--- config.mk ---
export PLATFORM = sky130hd
export DESIGN_NAME = mips_multicycle_ctrl
export DESIGN_NICKNAME = d
export VERILOG_FILES = /design/src/rtl/mips_ctrl_pkg.sv /design/src/rtl/ctrl_wait_timer.sv /design/src/rtl/mips_multicycle_ctrl.sv
export SDC_FILE = /design/constraint.sdc
export NUM_CORES = 1
export LEC_CHECK = 0
export CAP_MARGIN = 25
export CORE_UTILIZATION = 40
export CTS_BUF_LIST = sky130_fd_sc_hd__clkbuf_4
export CTS_CLUSTER_DIAMETER = 30
export DETAILED_ROUTE_END_ITERATION = 8
export GPL_ROUTABILITY_DRIVEN = 0
export PLACE_DENSITY = 0.68
export RECOVER_POWER = 100
export SYNTH_ARGS = -nofsm -noshare
export SYNTH_HDL_FRONTEND = slang
export SYNTH_SLANG_ARGS = --single-unit
--- constraint.sdc ---
create_clock -name clk -period 3 [get_ports clk]
set_input_delay 0.45 -clock clk [delete_from_list [all_inputs] [get_ports clk]]
set_output_delay 0.45 -clock clk [all_outputs]
set_load 0.01 [all_outputs]
--- src/rtl/mips_ctrl_pkg.sv ---
// Shared encodings for the multi-cycle MIPS32 controller, datapath and ALU control decoder.
// moore_ctrl() gives the state-only part of the control word.
`timescale 1ns/1ps
package mips_ctrl_pkg;

  typedef enum logic [3:0] {
    S_RST    = 4'd0,
    S_FETCH  = 4'd1,
    S_DECODE = 4'd2,
    S_MADDR  = 4'd3,
    S_MRD    = 4'd4,
    S_MWB    = 4'd5,
    S_MWR    = 4'd6,
    S_REXE   = 4'd7,
    S_RWB    = 4'd8,
    S_IEXE   = 4'd9,
    S_IWB    = 4'd10,
    S_BRANCH = 4'd11,
    S_JUMP   = 4'd12,
    S_ERR    = 4'd13
  } state_e;

  localparam logic [5:0] OP_RTYPE = 6'h00;
  localparam logic [5:0] OP_LW    = 6'h23;
  localparam logic [5:0] OP_SW    = 6'h2B;
  localparam logic [5:0] OP_ADDI  = 6'h08;
  localparam logic [5:0] OP_BEQ   = 6'h04;
  localparam logic [5:0] OP_J     = 6'h02;

  localparam logic [1:0] ALU_ADD   = 2'b00;
  localparam logic [1:0] ALU_SUB   = 2'b01;
  localparam logic [1:0] ALU_FUNCT = 2'b10;

  localparam logic [1:0] PC_ALU    = 2'b00;
  localparam logic [1:0] PC_ALUOUT = 2'b01;
  localparam logic [1:0] PC_JUMP   = 2'b10;

  localparam logic [1:0] SRCB_REGB   = 2'b00;
  localparam logic [1:0] SRCB_FOUR   = 2'b01;
  localparam logic [1:0] SRCB_IMM    = 2'b10;
  localparam logic [1:0] SRCB_IMM_SH = 2'b11;

  typedef struct packed {
    logic       mem_req;
    logic       mem_we;
    logic       iord;
    logic       pc_we;
    logic [1:0] pc_src;
    logic       alu_src_a;
    logic [1:0] alu_src_b;
    logic [1:0] alu_op;
    logic       reg_we;
    logic       reg_dst;
    logic       mem_to_reg;
    logic       err;
  } ctrl_t;

  function automatic ctrl_t moore_ctrl(state_e s);
    ctrl_t c;
    c = '0;
    case (s)
      S_FETCH: begin
        c.mem_req   = 1'b1;
        c.alu_src_b = SRCB_FOUR;
        c.alu_op    = ALU_ADD;
        c.pc_src    = PC_ALU;
      end
      S_DECODE: c.alu_src_b = SRCB_IMM_SH;
      S_MADDR: begin
        c.alu_src_a = 1'b1;
        c.alu_src_b = SRCB_IMM;
      end
      S_MRD: begin
        c.mem_req = 1'b1;
        c.iord    = 1'b1;
      end
      S_MWR: begin
        c.mem_req = 1'b1;
        c.iord    = 1'b1;
        c.mem_we  = 1'b1;
      end
      S_MWB: begin
        c.reg_we     = 1'b1;
        c.mem_to_reg = 1'b1;
      end
      S_REXE: begin
        c.alu_src_a = 1'b1;
        c.alu_src_b = SRCB_REGB;
        c.alu_op    = ALU_FUNCT;
      end
      S_RWB: begin
        c.reg_we  = 1'b1;
        c.reg_dst = 1'b1;
      end
      S_IEXE: begin
        c.alu_src_a = 1'b1;
        c.alu_src_b = SRCB_IMM;
      end
      S_IWB: c.reg_we = 1'b1;
      S_BRANCH: begin
        c.alu_src_a = 1'b1;
        c.alu_src_b = SRCB_REGB;
        c.alu_op    = ALU_SUB;
        c.pc_src    = PC_ALUOUT;
      end
      S_JUMP: begin
        c.pc_src = PC_JUMP;
        c.pc_we  = 1'b1;
      end
      S_ERR: c.err = 1'b1;
      default: c = '0;
    endcase
    return c;
  endfunction

endpackage

--- src/rtl/ctrl_wait_timer.sv ---
// Memory-handshake watchdog: counts unacknowledged request cycles and flags when
// the count reaches WAIT_MAX.
`timescale 1ns/1ps
module ctrl_wait_timer #(
  parameter int WAIT_MAX = 15,
  parameter int CNT_W    = 8
) (
  input  logic clk,
  input  logic rst,
  input  logic clear_i,
  input  logic inc_i,
  output logic timeout_o
);

  logic [CNT_W-1:0] cnt_q;

  assign timeout_o = (cnt_q == CNT_W'(WAIT_MAX));

  // Holds at WAIT_MAX so the compare cannot wrap if the FSM is slow to react.
  always_ff @(posedge clk or posedge rst) begin
    if (rst) begin
      cnt_q <= '0;
    end else if (clear_i) begin
      cnt_q <= '0;
    end else if (inc_i && !timeout_o) begin
      cnt_q <= cnt_q + CNT_W'(1);
    end
  end

endmodule

--- src/rtl/mips_multicycle_ctrl.sv ---
// Main sequencing FSM of the multi-cycle MIPS32 datapath with memory req/ack watchdog.
// Moore strobes are registered from the next state; ir_we/pc_we carry the input-qualified terms.
`timescale 1ns/1ps
module mips_multicycle_ctrl
  import mips_ctrl_pkg::*;
#(
  parameter int WAIT_MAX = 15,
  parameter int CNT_W    = 8
) (
  input  logic       clk,
  input  logic       rst,
  input  logic [5:0] opcode,
  input  logic [5:0] funct,
  input  logic       alu_zero,
  input  logic       mem_ack,
  output logic       mem_req,
  output logic       mem_we,
  output logic       iord,
  output logic       ir_we,
  output logic       pc_we,
  output logic [1:0] pc_src,
  output logic       alu_src_a,
  output logic [1:0] alu_src_b,
  output logic [1:0] alu_op,
  output logic       reg_we,
  output logic       reg_dst,
  output logic       mem_to_reg,
  output logic       err,
  output logic [3:0] state_dbg
);

  state_e state_q, state_d;
  ctrl_t  ctrl_q;
  logic   timeout;
  logic   fetch_ack;
  logic   unused_funct;

  assign unused_funct = ^funct;
  assign fetch_ack    = (state_q == S_FETCH) && mem_ack;

  ctrl_wait_timer #(
    .WAIT_MAX (WAIT_MAX),
    .CNT_W    (CNT_W)
  ) u_wait_timer (
    .clk       (clk),
    .rst       (rst),
    .clear_i   (!ctrl_q.mem_req || mem_ack),
    .inc_i     (ctrl_q.mem_req && !mem_ack),
    .timeout_o (timeout)
  );

  // An ack in the same cycle as the timeout still completes the access.
  always_comb begin
    state_d = state_q;
    case (state_q)
      S_RST:   state_d = S_FETCH;
      S_FETCH: begin
        if (mem_ack)      state_d = S_DECODE;
        else if (timeout) state_d = S_ERR;
      end
      S_DECODE: begin
        case (opcode)
          OP_RTYPE:      state_d = S_REXE;
          OP_LW, OP_SW:  state_d = S_MADDR;
          OP_ADDI:       state_d = S_IEXE;
          OP_BEQ:        state_d = S_BRANCH;
          OP_J:          state_d = S_JUMP;
          default:       state_d = S_ERR;
        endcase
      end
      S_MADDR: state_d = (opcode == OP_LW) ? S_MRD : S_MWR;
      S_MRD: begin
        if (mem_ack)      state_d = S_MWB;
        else if (timeout) state_d = S_ERR;
      end
      S_MWR: begin
        if (mem_ack)      state_d = S_FETCH;
        else if (timeout) state_d = S_ERR;
      end
      S_REXE:   state_d = S_RWB;
      S_IEXE:   state_d = S_IWB;
      S_MWB, S_RWB, S_IWB, S_BRANCH, S_JUMP: state_d = S_FETCH;
      S_ERR:    state_d = S_ERR;
      default:  state_d = S_ERR;
    endcase
  end

  always_ff @(posedge clk or posedge rst) begin
    if (rst) begin
      state_q <= S_RST;
      ctrl_q  <= '0;
    end else begin
      state_q <= state_d;
      ctrl_q  <= moore_ctrl(state_d);
    end
  end

  assign mem_req    = ctrl_q.mem_req;
  assign mem_we     = ctrl_q.mem_we;
  assign iord       = ctrl_q.iord;
  assign ir_we      = fetch_ack;
  assign pc_we      = ctrl_q.pc_we || fetch_ack || ((state_q == S_BRANCH) && alu_zero);
  assign pc_src     = ctrl_q.pc_src;
  assign alu_src_a  = ctrl_q.alu_src_a;
  assign alu_src_b  = ctrl_q.alu_src_b;
  assign alu_op     = ctrl_q.alu_op;
  assign reg_we     = ctrl_q.reg_we;
  assign reg_dst    = ctrl_q.reg_dst;
  assign mem_to_reg = ctrl_q.mem_to_reg;
  assign err        = ctrl_q.err;
  assign state_dbg  = state_q;

endmodule
==> impl_metrics.csv, run 1 <==
group,metric,value,unit
clock_network,postCtsSetupBuffers,0,
placement,pre_cts_ws,0.372,ns
worst_setup_path,worstPathArrival,2.27,ns
synth,synth_top_cell_by_area,"dfrtp_1",
status,status,"finished clean",
timing,finClkSkew,0.0132,ns
floorplanning,core_area,3340,um^2
timing,post-route-period-util,0.906,
clock_network,htreeDepth,1,
synth,syn_area_per_cell,10.0,um^2
synth,synth_top_area_share,0.468,
grt,grt_usage,0.174,
synth,ys.flop_type,"dfrtp_1",
placement,portBuffers,29,
timing,max_freq,0.368,GHz
synth,synth_edf_count,0,
final_layout,area_delta_synth_final,20.0,%
timing,setup-tns-final,0,ns
worst_setup_path,crit_required,2.55,ns
timing,slew_headroom,0.184,
final_layout,antenna_cells,0,
grt,globalRouteOverflowTotal,0,
synth,synth_cell_types,43,
worst_setup_path,criticalPathCategory,"primary input to primary output",
route,dr.pass1.iters,4,
hold_path,hold_class,"primary input to asynchronous set/reset pin",
final_layout,fillers,329,
timing,holdWs,0.401,ns
power,ir_worst_vdd,0.000526,V
clock_network,cts_inserted_buffers,3,
grt,grt_pass1_vias,972,
timing,worst_slack,0.282,ns
floorplanning,die_width,61.0,um
synth,synth.net_count,156,
floorplanning,dieArea,3720,um^2
clock_network,clk_latency,0.33,ns
power,p_total,1.32,mW
timing,period_minus_slack,2.72,ns
route,drc_errors,0,
route,avgViaCountPerCell,5.40,
synth,ys_warn_count,0,
synth,synth_area,1390,um^2
worst_setup_path,start_kind,"primary input",
clock_network,path_clk_slew,0.15,ns
floorplanning,start_util,0.417,
synth,seq_area_frac_synth,0.468,
timing,worstMarginPinSlew,1.22,ns
route,routedWlPerCell,14.3,um
worst_setup_path,crit_fanout,10,
clock_network,cts_tree,"built",
power,p_leak,0.735,nW
grt,antenna_found_initial,0,
route,via_count,1117,
timing,hold_viol_final,0,
grt,grt_pass1_wl,4600,um
route,ant_nets,0,
timing,setup_viol,0,
final_layout,fin_nets,179,
synth,synth-seq-cells,26,
worst_setup_path,critPathCaptureType,"primary output",
clock_network,holdBufCountCts,0,
final_layout,largest_reg_flops,8,
floorplanning,die_height,61.0,um
job,max_cap_viol_count,0,
synth,yosys-top-cells-area,"dfrtp_1, nor2_1, buf_4",
clock_network,clockBufferDepth,2,
synth,async_flop_share,1.00,
route,totalWireLength,2970,um
route,drtIter0Drc,44,
timing,rsz0062_at_grt,"no",
clock_network,cts-root-buf,"clkbuf_4",
clock_network,cts_resized,0,
clock_network,clkSinkCount,26,
final_layout,top_register,"u_wait_timer.cnt_q",
floorplanning,std_cell_rows,21,
timing,finalMaxSlewViolations,0,
placement,dp.cells,202,
synth,syn_inst,139,
final_layout,drive_gt1_frac,0.0435,
grt,grt_start_max_net_pins,27,
power,power_density,793,nW/um^2
final_layout,final_cell_count_no_fill,207,
floorplanning,pin_count,36,
placement,post-dp-hpwl,2110,um
[final timing paths]
check                                       from                     to  slack (ns)  depth (start not counted)
max                                      mem_ack                  ir_we        0.28                          4
min                                          rst  u_wait_timer.cnt_q[4]        0.40                          2
max reg2reg                         state_dbg[2]           alu_src_b[1]        0.34                          6
min reg2reg                u_wait_timer.cnt_q[3]  u_wait_timer.cnt_q[3]        0.52                          1
max in group asynchronous                    rst           state_dbg[3]        1.24                          3
min in group clk           u_wait_timer.cnt_q[3]  u_wait_timer.cnt_q[3]        0.52                          1
[stage by stage]
| step | cell area, um^2 | util |
|---|---|---|
| 2_1_floorplan | 1390 | - |
| 3_3_place_gp | 1670 | 0.500 |
| 3_5_place_dp | 1670 | 0.500 |
| 4_1_cts | 1700 | 0.508 |
| 5_1_grt | 1670 | 0.500 |
| 6_report | 1670 | 0.500 |
[kinds of logic (layout without fill, tap and decap cells)]
logic type	Yosys count	count (layout)	share of synthesized area
compound gates	32	32	0.169
xor+xnor	4	4	0.0252
fa+ha+maj	1	1	0.00899
buf+inv	15	37	0.0584
flops	26	26	0.468
mux	3	3	0.0261
simple gates	58	58	0.245
[cells in the mapped netlist (2+ instances only)]
cell	number
buf_4	6
buf_2	2
dfrtp_1	26
or3_4	2
clkbuf_1	4
nor3_1	6
and3_1	2
nor2b_1	2
xor2_1	2
nand2b_1	6
a21boi_0	2
nand3_1	2
nand2_1	5
nor4_1	3
inv_1	3
or3_1	2
o21ai_0	5
xnor2_1	2
a221o_1	3
nor2_1	15
nor3b_1	6
o21bai_1	5
a21oi_1	5
nand2_2	2
a31oi_1	3
[power by group]
part	leakage [nW]	internal, mW	switching [mW]	total, mW
registers	0.348	0.430	0.0964	0.526
logic	0.371	0.305	0.339	0.644
clock network	0.0154	0.0488	0.104	0.153
[layer usage]
| layer | vias up | part of all wire | global-route usage |
|---|---|---|---|
| met3 | 5 | 0.027 | 0.0256 |
| met1 | 545 | 0.50 | 0.265 |
| met2 | 22 | 0.45 | 0.248 |
| met4 | 0 | 0.018 | 0.0682 |
| met5 | - | 0 | 0 |
| li1 | 545 | - | - |
[layout by cell type, fill, tap and decap left out, types with 2 or more instances in the layout]
master           count
nor3_1               6
nand3_1              2
o21ai_0              5
xor2_1               2
clkbuf_4             3
and3_1               2
a21boi_0             2
xnor2_1              2
dfrtp_1             26
nand2b_1             6
o21bai_1             5
clkdlybuf4s50_1      8
o211ai_1             2
nor4_1               3
nor2b_1              2
a221o_1              3
nor2_1              15
a21oi_1              5
nor3b_1              7
a31oi_1              3
or3_1                3
dlygate4sd3_1       21
inv_1                3
nand2_1              6
[worst max-delay path, cell delays in order]
cell and delay, ns:
dlygate4sd3_1 0.74, nor3b_1 0.29, nor2b_1 0.17, dlygate4sd3_1 0.61
[cell type report]
class | count | area, um^2 | share of cell area
clock inverters | 1 | 3.75 | 0.00225
clock buffers | 3 | 22.5 | 0.0135
inverters | 3 | 11.3 | 0.00675
repair buffers | 30 | 294 | 0.176
multi-input cells | 98 | 629 | 0.377
flip-flops and latches | 26 | 651 | 0.390
well taps | 46 | 57.6 | 0.0345
No activity file was read; power rests on OpenSTA's default activity.
==> inputs of run 2 (changes only) <==
--- a/config.mk
+++ b/config.mk
@@ -11,8 +11,9 @@
 export CTS_CLUSTER_DIAMETER = 30
 export DETAILED_ROUTE_END_ITERATION = 8
 export GPL_ROUTABILITY_DRIVEN = 0
-export PLACE_DENSITY = 0.68
+export PLACE_DENSITY = 0.67
 export RECOVER_POWER = 100
 export SYNTH_ARGS = -nofsm -noshare
 export SYNTH_HDL_FRONTEND = slang
+export SYNTH_HIERARCHICAL = 1
 export SYNTH_SLANG_ARGS = --single-unit
==> run 2 against run 1 <==
Net effect:
- non-clock buffer count unchanged
- clock power up 59%
- via count up 7.3%
- critical path type is now flop to primary output
- worst setup slack better by 0.022 ns
- count of clock-buffer cells in the layout unchanged
==> impl_metrics.csv, run 2 <==
group,metric,value,unit
timing,rsz0062_at_grt,"no",
route,avgViaCountPerCell,5.42,
final_layout,top_register,"u_wait_timer/cnt_q",
timing,hold_viol_final,0,
timing,period_minus_slack,2.70,ns
route,drtIter0Drc,47,
route,drc_errors,0,
synth,ys_top_cells_by_count,"dfrtp_1, inv_1, nand2_1, nor2_1",
worst_setup_path,criticalPathCategory,"flop to primary output",
power,p_leak,0.815,nW
job,max_cap_viol_count,0,
synth,ys_warn_count,6,
synth,synth_area,1480,um^2
floorplanning,start_util,0.429,
final_layout,antenna_cells,0,
synth,synth_most_common_cell,"dfrtp_1",
worst_setup_path,start_kind,"flop",
grt,grt_start_max_net_pins,19,
grt,antenna_found_initial,0,
floorplanning,die_height,62.8,um
power,ir_worst_vdd,0.000481,V
hold_path,hold_class,"primary input to asynchronous set/reset pin",
synth,synth.net_count,168,
power,power_density,772,nW/um^2
clock_network,cts_tree,"built",
clock_network,clk_latency,0.33,ns
floorplanning,dieArea,3940,um^2
placement,portBuffers,29,
grt,globalRouteOverflowTotal,0,
clock_network,cts_resized,0,
synth,async_flop_share,1.00,
synth,synth_top_cell_by_area,"dfrtp_1",
timing,post-route-period-util,0.898,
final_layout,fin_nets,193,
timing,slew_headroom,0.548,
synth,syn_inst,151,
route,totalWireLength,3230,um
timing,max_freq,0.371,GHz
timing,setup-tns-final,0,ns
status,status,"finished clean",
floorplanning,std_cell_rows,21,
timing,holdWs,0.516,ns
synth,syn_area_per_cell,9.79,um^2
clock_network,clkSinkCount,26,
grt,grt_pass1_vias,1226,
route,via_count,1198,
timing,worstMarginPinSlew,0.678,ns
final_layout,drive_gt1_frac,0.0800,
placement,post-dp-hpwl,2360,um
floorplanning,pin_count,36,
clock_network,cts_inserted_buffers,3,
synth,synth_top_area_share,0.440,
clock_network,htreeDepth,1,
timing,worst_slack,0.305,ns
route,routedWlPerCell,14.6,um
grt,grt_pass1_wl,5710,um
clock_network,clockBufferDepth,2,
floorplanning,die_width,62.8,um
placement,pre_cts_ws,0.512,ns
grt,grt_usage,0.183,
clock_network,postCtsSetupBuffers,0,
clock_network,path_clk_slew,0.15,ns
synth,synth-seq-cells,26,
final_layout,area_delta_synth_final,22.2,%
final_layout,utilization,0.525,
synth,synth_cell_types,56,
floorplanning,core_area,3440,um^2
timing,finalMaxSlewViolations,0,
final_layout,final_common_cell,"dfrtp_1",
worst_setup_path,critPathCaptureType,"primary output",
final_layout,largest_reg_flops,8,
power,p_total,1.39,mW
worst_setup_path,worstPathArrival,2.25,ns
timing,finClkSkew,0.00470,ns
worst_setup_path,crit_required,2.55,ns
worst_setup_path,crit_fanout,15,
clock_network,holdBufCountCts,0,
synth,seq_area_frac_synth,0.440,
synth,yosys-top-cells-area,"dfrtp_1, buf_4, nor2b_1",
route,dr.pass1.iters,5,
timing,setup_viol,0,
clock_network,cts-root-buf,"clkbuf_4",
synth,ys.flop_type,"dfrtp_1",
synth,synth_edf_count,0,
final_layout,layout_common_cells,"dfrtp_1, dlygate4sd3_1, inv_1",
route,ant_nets,0,
==> run 2: cell types whose count changed in the layout (fill, tap and decap cells not counted), sizes merged, moves of 4 or more <==
cell,previous run,this run
inv,3,11
o21bai,5,1
nor2b,2,7
nor2,15,9
nor3b,7,2
==> run 2: per-stage QoR <==
step | instances | cell area (um^2)
finish | 221 | 1810
global route | 221 | 1810
CTS | 221 | 1820
detailed placement | 217 | 1770
global placement | 217 | 1770
floorplan | 151 | 1480
==> run 2: cells by family (layout without fill, tap and decap cells) <==
kind of cell	count (synthesis)	count (layout)	share of synthesized area
AO/OA/AOI/OAI	30	30	0.161
adder cells (fa/ha/maj)	1	1	0.00847
buffers and inverters	21	45	0.0694
flip-flops	26	26	0.440
multiplexers	6	6	0.0466
AND/OR/NAND/NOR	67	67	0.274
==> run 2: final timing paths <==
| kind | start | to | slack, ns | depth (start not counted) |
|---|---|---|---|---|
| setup / recovery | state_dbg[1] | pc_we | 0.30 | 4 |
| hold / removal | rst | u_wait_timer/cnt_q[1] | 0.52 | 2 |
| setup reg to reg | u_wait_timer/cnt_q[5] | alu_src_b[1] | 0.48 | 8 |
| hold reg to reg | u_wait_timer/cnt_q[7] | u_wait_timer/cnt_q[7] | 0.58 | 2 |
| max in group asynchronous | rst | alu_src_b[0] | 1.90 | 2 |
| min in group clk | u_wait_timer/cnt_q[7] | u_wait_timer/cnt_q[7] | 0.58 | 2 |
==> run 2: area by class of cell <==
class / instances / area, um^2
Tap cell: 46 / 57.6
Sequential cell: 26 / 651
Inverter: 11 / 41.3
Multi-Input combinational cell: 104 / 709
Clock buffer: 3 / 22.5
Fill cell: 329 / 1640
Timing Repair Buffer: 30 / 294
Clock inverter: 1 / 30.0
==> run 2: report_power, final <==
| group | switching, mW | internal, mW | total, mW |
|---|---|---|---|
| registers | 0.0716 | 0.424 | 0.495 |
| clock network | 0.108 | 0.135 | 0.244 |
| logic | 0.356 | 0.299 | 0.656 |
==> run 2: metal layers <==
layer	global-route usage	part of all wire	vias to the layer above
li1	-	-	595
met1	0.219	0.44	581
met2	0.346	0.53	17
met3	0.0164	0.020	5
met4	0.0436	0.0090	0
met5	0	0	-
==> run 2: critical path: stages (launching register included) <==
cell and delay [ns]:
dfrtp_1 0.64, nor2b_1 0.12, and3_1 0.21, or3_1 0.34
dlygate4sd3_1 0.61
